$ cat src/rtl/rgb_fade_pwm_if.sv
// rgb_fade_pwm_if: level requests in, PWM drives and fading flag out; master = pattern source, slave = fader
interface rgb_fade_pwm_if;
  logic in_r, in_g, in_b;
  logic led_r, led_g, led_b;
  logic fading;
  modport master (output in_r, in_g, in_b, input led_r, led_g, led_b, fading);
  modport slave (input in_r, in_g, in_b, output led_r, led_g, led_b, fading);
endinterface

$ cat src/rtl/rgb_fade_pwm.sv
// rgb_fade_pwm: ramps three LED channels toward 0/MAX_DUTY and drives them with glitch-free PWM (clk, rst, io: in_r/g/b -> led_r/g/b, fading)
module rgb_fade_pwm #(
  parameter int unsigned PWM_BITS = 8,
  parameter int unsigned FADE_DIV = 1024,
  parameter int unsigned MAX_DUTY = 255,
  parameter bit ACTIVE_LOW = 1'b0
) (
  input logic clk,
  input logic rst,
  rgb_fade_pwm_if.slave io
);
  localparam int unsigned DW = FADE_DIV > 1 ? $clog2(FADE_DIV) : 1;
  localparam logic [PWM_BITS-1:0] MAXD = PWM_BITS'(MAX_DUTY);
  localparam logic [PWM_BITS-1:0] TOP = '1;
  localparam logic [DW-1:0] DLAST = DW'(FADE_DIV - 1);
  logic [2:0] in_q, in_d, led_q, led_d;
  logic fading_q, fading_d, step;
  logic [PWM_BITS-1:0] pwm_cnt_q, pwm_cnt_d;
  logic [DW-1:0] div_cnt_q, div_cnt_d;
  logic [2:0][PWM_BITS-1:0] duty_q, duty_d, duty_act_q, duty_act_d, target;
  always_comb begin
    in_d = {io.in_b, io.in_g, io.in_r};
    pwm_cnt_d = pwm_cnt_q + 1'b1;
    step = div_cnt_q == DLAST;
    div_cnt_d = step ? '0 : div_cnt_q + 1'b1;
    fading_d = 1'b0;
    for (int i = 0; i < 3; i++) begin
      target[i] = in_q[i] ? MAXD : '0;
      duty_d[i] = !step ? duty_q[i] :
                  duty_q[i] < target[i] ? duty_q[i] + 1'b1 :
                  duty_q[i] > target[i] ? duty_q[i] - 1'b1 : duty_q[i];
      // shadow copy taken on the last count so a new duty starts on a period boundary
      duty_act_d[i] = pwm_cnt_q == TOP ? duty_q[i] : duty_act_q[i];
      led_d[i] = (duty_act_q[i] > pwm_cnt_q) ^ ACTIVE_LOW;
      fading_d = fading_d | (duty_q[i] != target[i]);
    end
  end
  always_ff @(posedge clk) begin
    if (rst) begin
      in_q <= '0;
      pwm_cnt_q <= '0;
      div_cnt_q <= '0;
      duty_q <= '0;
      duty_act_q <= '0;
      led_q <= {3{ACTIVE_LOW}};
      fading_q <= 1'b0;
    end else begin
      in_q <= in_d;
      pwm_cnt_q <= pwm_cnt_d;
      div_cnt_q <= div_cnt_d;
      duty_q <= duty_d;
      duty_act_q <= duty_act_d;
      led_q <= led_d;
      fading_q <= fading_d;
    end
  end
  assign io.led_r = led_q[0];
  assign io.led_g = led_q[1];
  assign io.led_b = led_q[2];
  assign io.fading = fading_q;
endmodule

$ cat src/flat_wrapper.sv
// flat-port wrapper written by rule: the top's interface ports become plain ports
module rgb_fade_pwm_flat 
#(
  parameter int unsigned PWM_BITS = 8,
  parameter int unsigned FADE_DIV = 1024,
  parameter int unsigned MAX_DUTY = 255,
  parameter bit ACTIVE_LOW = 1'b0
)
  (clk, rst, io_in_r, io_in_g, io_in_b, io_led_r, io_led_g, io_led_b, io_fading);
  rgb_fade_pwm_if io_i ();
  input logic clk;
  input logic rst;
  input wire logic [$bits(io_i.in_r)-1:0] io_in_r;
  input wire logic [$bits(io_i.in_g)-1:0] io_in_g;
  input wire logic [$bits(io_i.in_b)-1:0] io_in_b;
  output wire logic [$bits(io_i.led_r)-1:0] io_led_r;
  output wire logic [$bits(io_i.led_g)-1:0] io_led_g;
  output wire logic [$bits(io_i.led_b)-1:0] io_led_b;
  output wire logic [$bits(io_i.fading)-1:0] io_fading;
  assign io_i.in_r = io_in_r;
  assign io_i.in_g = io_in_g;
  assign io_i.in_b = io_in_b;
  assign io_led_r = io_i.led_r;
  assign io_led_g = io_i.led_g;
  assign io_led_b = io_i.led_b;
  assign io_fading = io_i.fading;
  rgb_fade_pwm #(.PWM_BITS(PWM_BITS), .FADE_DIV(FADE_DIV), .MAX_DUTY(MAX_DUTY), .ACTIVE_LOW(ACTIVE_LOW)) u_core (.clk(clk), .rst(rst), .io(io_i));
endmodule
$ cat config.mk
export PLATFORM = sky130hd
export DESIGN_NAME = rgb_fade_pwm_flat
export DESIGN_NICKNAME = d
export VERILOG_FILES = /design/src/rtl/rgb_fade_pwm_if.sv /design/src/rtl/rgb_fade_pwm.sv /design/src/flat_wrapper.sv
export SDC_FILE = /design/constraint.sdc
export NUM_CORES = 1
export LEC_CHECK = 0
export CORE_AREA = 3 3 91 93
export CTS_CLUSTER_SIZE = 20
export DETAILED_ROUTE_END_ITERATION = 8
export DIE_AREA = 0 0 94 96
export HOLD_SLACK_MARGIN = 0.06
export PLACE_DENSITY = 0.79
export REMOVE_ABC_BUFFERS = 1
export SYNTH_ARGS = -nofsm -noshare
export SYNTH_HDL_FRONTEND = slang
export SYNTH_SLANG_ARGS = --single-unit
$ cat constraint.sdc
create_clock -name clk -period 4.1 [get_ports clk]
set_clock_uncertainty 0.2 [all_clocks]
set_input_delay 0.82 -clock clk [delete_from_list [all_inputs] [get_ports clk]]
set_output_delay 0.82 -clock clk [all_outputs]
set_load 0.02 [all_outputs]
==> reports/results.ini, run 1 <==
[yosys]
async_reset_ff_share_pct = 0
synth.avg_cell_area_um2 = 8.559
synth_ff_type = dfxtp_1
yosys-top-cells-count = nand2_1 (75), dfxtp_1 (73), ha_1 (68)
synth_top_area_cell = dfxtp_1
synth-seq-cells = 73
synth_xor_area_share_pct = 6.101
synth_mux_area_share_pct = 3.149
synth_top_family_by_area = adder cells
synth-compound-area-share_pct = 14.28
ys.warnings.count = 0
yosys.area_share.adder_pct = 20.47
synth_area_leaders = dfxtp_1 (33%), ha_1 (19%), a21oi_1 (6.4%), nand2_1 (6.3%), xnor2_1 (4.7%)
synth-edff-count = 0
yosys.area_share.simple_pct = 20.13
yosysMostFrequentCell = nand2_1
synthCells = 520
syn_area_um2 = 4451
yosysTopAreaCellShare_pct = 32.84
synth_cell_types = 39
synth-seq-area-share_pct = 32.84

[cells_and_area]
fin_util_pct = 63.70
drive_gt1_share_pct = 4.494
multi_input_area_um2 = 2860
n_antenna_cell = 0
final_nets = 606
area_growth_pct = 8.884
fillers = 631
register_area_um2 = 1461

[cts]
cts_buffers = 9
htreeDepth = 3
cts_setup_buffers = 0
clk_latency_ns = 0.35
tritoncts = yes
root_buffer = clkbuf_8
cts.path.max_buffers = 2
cts.sinks = 73
path_clk_slew_ns = 0.08
hold_buffers = 0
cts.repair.resized = 0

[worst_setup_path]
cp.arrival_ns = 3.65
critical_path.cell_chain = inv_1 > ha_1 > nor2b_1 > o211ai_1 > a21o_1 > nand2_1 > ha_1 > a211oi_1 > o311ai_1 > o31a_1 > a21boi_0 > or4_1 > a21oi_1
worst-path-max-fanout = 7
cp-end-kind = register
critPathLaunchType = register
crit_slowest_cell = or4_1
crit_type = register to register
worst_path_most_repeated_cell = ha_1
cp.required_ns = 4.19
cpPeakStageDelay_ns = 0.47

[floorplanning]
core_area_um2 = 7607
die_h_um = 96
die_area_um2 = 9024
io_pins = 9
start_util_pct = 58.50
die_x_um = 94
rows = 32

[timing]
tightest_slew_ns = 0.9441
period_share_pct = 86.75
fmax_mhz = 281.2
drv_slew = 0
hold_viol = 0
finalCriticalPeriod_ns = 3.557
rsz0062_at_grt = no
worst_slack_ns = 0.5434
setup_viol = 0
slew_headroom_pct = 36.88
fin_tns_setup_ns = 0
whs_ns = 0.2605

[routing]
routedWlPerCell_um = 14.14
vias = 3577
dr.pass1.iters = 4
post-route-drc-count = 0
ant_nets = 0
drtIter0Drc = 82
via_per_inst = 5.624
routed_wl_um = 8990

[global_routing]
antenna_found_initial = 0
grt_pass1_vias = 3353
grt_pass1_wl_um = 15060
grt_max_degree = 33
grt_use_total_pct = 21.19
grt.overflow.total = 0

[placement]
dp_hpwl_um = 6591
portBuffers = 8
gp_congestion = 0.8787
post-place-ws_ns = 0.6028

[power]
leakagePower_nw = 2.013
power_mw = 1.466
ir_worst_vdd_mv = 0.1571
power_density_nw_per_um2 = 302.4

[outcome]
outcome = complete, no violations

[worst_hold_path]
hold_class = register to register

[job]
maxCapViolCount = 0

## critical path, delay by kind of cell, from the launching register on
family / cells / cell delay (ns)
buf+inv: 1 / 0.18
compound gates: 7 / 1.35
simple gates: 3 / 0.80
fa+ha+maj: 2 / 0.64
flops: 1 / 0.32
## per-stage QoR
stage / std cells / cell area [µm²]
6_report: 636 / 4846
4_1_cts: 636 / 4846
2_1_floorplan: 508 / 4405
3_3_place_gp: 621 / 4637
3_5_place_dp: 621 / 4637
5_1_grt: 636 / 4846
## layout by cell type (no fill, tap or decap), types with 4 or more instances in the layout
cell             synthesis  routed
a21oi_1                 57      57
nand2b_1                 9       9
clkbuf_8                 0       9
xnor2_1                 24      24
nor2b_1                 13      13
clkdlybuf4s50_1          0       7
mux2i_1                 14      14
o21a_1                   5       5
o21ai_0                 13      13
a21o_1                  11      11
ha_1                    68      68
nor2_1                  50      50
nand2_1                 75      75
o211ai_1                 5       5
nor3b_1                  5       5
xor2_1                   7       7
dfxtp_1                 73      73
inv_1                   24      24
a211oi_1                 4       4
nand4_1                  8       8
nand3_1                 11      11
## registers in the layout, indices dropped and copies added, names as in the netlist
signal,count
u_core.div_cnt_q,10
u_core.duty_act_q,24
u_core.pwm_cnt_q,8
u_core.led_q,3
u_core.io.fading,1
u_core.duty_q,24
u_core.in_q,3
## power by group
group          total [mW]  switching [mW]  internal [mW]
Sequential          0.725         0.00708          0.718
Clock               0.613           0.273          0.339
Combinational       0.127          0.0733         0.0539
## cell families (layout without fill, tap and decap cells)
family                   count (synthesis)  count (layout)
AND/OR/NAND/NOR                        188             188
AO/OA/AOI/OAI                          107             107
flip-flops                              73              73
adder cells (fa/ha/maj)                 71              71
buffers and inverters                   36              50
XOR/XNOR                                31              31
multiplexers                            14              14
## routing by layer
layer / GRT usage, % / wire (µm)
met5: 0 / 0
met4: 10.95 / 260
met1: 26.22 / 4203
met3: 3.206 / 211
met2: 35.78 / 4314
## layout make-up
class / count / share of cell area, %
Inverter: 24 / 1.859
Clock inverter: 5 / 1.678
Multi-Input combinational cell: 411 / 59.02
Tap cell: 102 / 2.634
Clock buffer: 10 / 2.634
Timing Repair Buffer: 11 / 2.014
Sequential cell: 73 / 30.16
## worst paths after layout
| path | from | end | slack, ns | cells past startpoint |
|---|---|---|---|---|
| hold reg to reg | u_core.duty_act_q[16] | u_core.duty_act_q[16] | 0.26 | 2 |
| setup reg to reg | u_core.in_q[2] | u_core.duty_q[23] | 0.54 | 13 |
| setup / recovery | u_core.in_q[2] | u_core.duty_q[23] | 0.54 | 13 |
| hold / removal | u_core.duty_act_q[16] | u_core.duty_act_q[16] | 0.26 | 2 |
No activity file was read; power rests on OpenSTA's default activity.
==> run 2: changes to the inputs <==
--- a/config.mk
+++ b/config.mk
@@ -9,8 +9,10 @@
 export CTS_CLUSTER_SIZE = 20
 export DETAILED_ROUTE_END_ITERATION = 8
 export DIE_AREA = 0 0 94 96
+export DONT_BUFFER_PORTS = 1
 export HOLD_SLACK_MARGIN = 0.06
-export PLACE_DENSITY = 0.79
+export PLACE_DENSITY = 0.78
+export RECOVER_POWER = 50
 export REMOVE_ABC_BUFFERS = 1
 export SYNTH_ARGS = -nofsm -noshare
 export SYNTH_HDL_FRONTEND = slang
==> run 2 against run 1 <==
Net effect:
- die area unchanged
- via count down 2.2%
- count of clock-buffer cells in the layout unchanged
- register-to-register slack improved by 0.03 ns
- critical endpoint unchanged
==> reports/results.ini, run 2 (synthesized netlist as in run 1, its figures left out) <==
[floorplanning]
die_h_um = 96  ; unchanged
die_area_um2 = 9024  ; unchanged
start_util_pct = 58.50  ; unchanged
die_x_um = 94  ; unchanged
io_pins = 9  ; unchanged
core_area_um2 = 7607  ; unchanged
rows = 32  ; unchanged

[power]
power_density_nw_per_um2 = 305.3  ; +0.96%
ir_worst_vdd_mv = 0.2093  ; +33%
leakagePower_nw = 1.964  ; -2.5%

[routing]
drtIter0Drc = 106  ; +29%
ant_nets = 0  ; unchanged
routed_wl_um = 8896  ; -1.0%
dr.pass1.iters = 4  ; unchanged
post-route-drc-count = 0  ; unchanged
via_per_inst = 5.579  ; -0.80%
routedWlPerCell_um = 14.19  ; +0.37%
vias = 3498  ; -2.2%

[cells_and_area]
register_area_um2 = 1461  ; unchanged
final_common_cell = nand2_1
final_cell_mix = nand2_1 (75), dfxtp_1 (73), ha_1 (68)
final_cell_area_um2 = 4730  ; -2.4%
n_antenna_cell = 0  ; unchanged
final_nets = 596  ; -1.7%
area_growth_pct = 6.269
reg.largest.list = u_core.duty_act_q: 24 flops, u_core.duty_q: 24 flops, u_core.div_cnt_q: 10 flops
multi_input_area_um2 = 2833  ; -0.96%
fin_cells = 627  ; -1.4%
fillers = 661  ; +4.8%
drive_gt1_share_pct = 3.429  ; -1.1 points

[timing]
finalCriticalPeriod_ns = 3.530  ; -0.02678 ns
setup_viol = 0  ; unchanged
fin_tns_setup_ns = 0  ; unchanged
worst_slack_ns = 0.5702  ; +0.02678 ns
fmax_mhz = 283.3  ; +0.76%
tightest_slew_ns = 1.085  ; +0.1407 ns
drv_slew = 0  ; unchanged
slew_headroom_pct = 27.68  ; -9.2 points
period_share_pct = 86.09  ; -0.65 points
hold_viol = 0  ; unchanged
rsz0062_at_grt = no

[worst_setup_path]
cp.arrival_ns = 3.62  ; -0.03 ns
cp-end-kind = register
critical_path.cell_chain = inv_1 > ha_1 > nor2b_1 > o211ai_1 > a21o_1 > nand2_1 > ha_1 > nand2_1 > o311ai_1 > o31a_1 > and3b_1 > or4_1 > a21oi_1
crit_family = compound AO/OA/AOI/OAI gates
crit_buf_inv = 1  ; unchanged
crit_start = u_core.in_q[2]
cpPeakStageDelay_ns = 0.40  ; -0.07 ns
r2r_cells = 13  ; unchanged
crit_type = register to register
cp.required_ns = 4.19  ; about the same
crit_slowest_cell = ha_1
worst-path-max-fanout = 7  ; unchanged
cp_num_cells = 13  ; unchanged
r2r_start = u_core.in_q[2]
critPathLaunchType = register

[cts]
cts.repair.resized = 0  ; unchanged
path_clk_slew_ns = 0.08  ; about the same
root_buffer = clkbuf_8
cts_setup_buffers = 0  ; unchanged
hold_buffers = 0  ; unchanged
cts_buffers = 9  ; unchanged
cts.path.max_buffers = 2  ; unchanged
cts.sinks = 73  ; unchanged
clk_latency_ns = 0.35  ; about the same
tritoncts = yes
htreeDepth = 3  ; unchanged

[placement]
place_area_um2 = 4547  ; -1.9%
dp_cells = 611  ; -1.6%
dp_hpwl_um = 6437  ; -2.3%
post-place-ws_ns = 0.6123  ; +0.009562 ns
portBuffers = 0  ; -8
gp_congestion = 0.8754  ; -0.38%

[global_routing]
grt.overflow.total = 0  ; unchanged
grt_most_used_layer = met2
grt_util_met1_pct = 25.75  ; -0.47 points
grt_max_degree = 73  ; +120%
grt_use_total_pct = 21.43  ; +0.24 points
grt_util_met3_pct = 3.831  ; +0.63 points
grt_pass1_wl_um = 15390  ; +2.2%
grt_pass1_vias = 3449  ; +2.9%
antenna_found_initial = 0  ; unchanged
grt.met2_usage_pct = 38.14  ; +2.4 points

[worst_hold_path]
hp-start = u_core.duty_act_q[19]
min_path_cells = 2  ; unchanged
hold_class = register to register

[outcome]
outcome = complete, no violations

[job]
maxCapViolCount = 0  ; unchanged

run 2: changes by cell type in the layout (fill, tap and decap cells not counted), moves of 2 or more:
cell             previous run  this run
buf_4                       3         1
a21oi_1                    57        59
a21oi_2                     3         1
clkdlybuf4s50_1             7         0
clkinv_2                    1         3
run 2: path summary, 6_finish.rpt:
kind / slack (ns) / to
max reg2reg: 0.57 / u_core.duty_q[23]
max: 0.57 / u_core.duty_q[23]
min: 0.27 / u_core.duty_act_q[19]
min reg2reg: 0.27 / u_core.duty_act_q[19]
run 2: layout make-up:
| class | instances | share of cell area (%) |
|---|---|---|
| multi-input cells | 411 | 59.89 |
| inverters | 24 | 1.905 |
| clock inverters | 6 | 1.746 |
| repair buffers | 1 | 0.1587 |
| well taps | 102 | 2.698 |
| flip-flops and latches | 73 | 30.90 |
| clock buffers | 10 | 2.698 |
run 2: tightest hold or removal path, stage by stage, from the launching register on:
cell and delay, ns:
dfxtp_1 0.32, nand2_1 0.05, a21oi_1 0.05
run 2: per-stage QoR:
step	util, %	power (mW)	hold slack [ns]
3_3_place_gp	59.77	0.8404	0.2402
6_report	62.17	1.444	0.2670
5_1_grt	62.17	1.506	0.2807
2_1_floorplan	-	0.8272	0.2299
4_1_cts	62.53	1.457	0.2627
3_5_place_dp	59.77	0.8478	0.2520
run 2: power breakdown:
part	switching (mW)	internal [mW]	total (mW)
Sequential	0.0119	0.719	0.730
Clock	0.272	0.340	0.612
Combinational	0.0571	0.0447	0.102
Total	0.341	1.10	1.44
run 2: metal layers:
metal | wire length, µm | up-vias | part of all wire (%)
met5 | 0 | - | 0
met4 | 113 | 0 | 1.3
met3 | 255 | 10 | 2.9
met2 | 4437 | 38 | 50
met1 | 4090 | 1633 | 46
li1 | - | 1817 | -
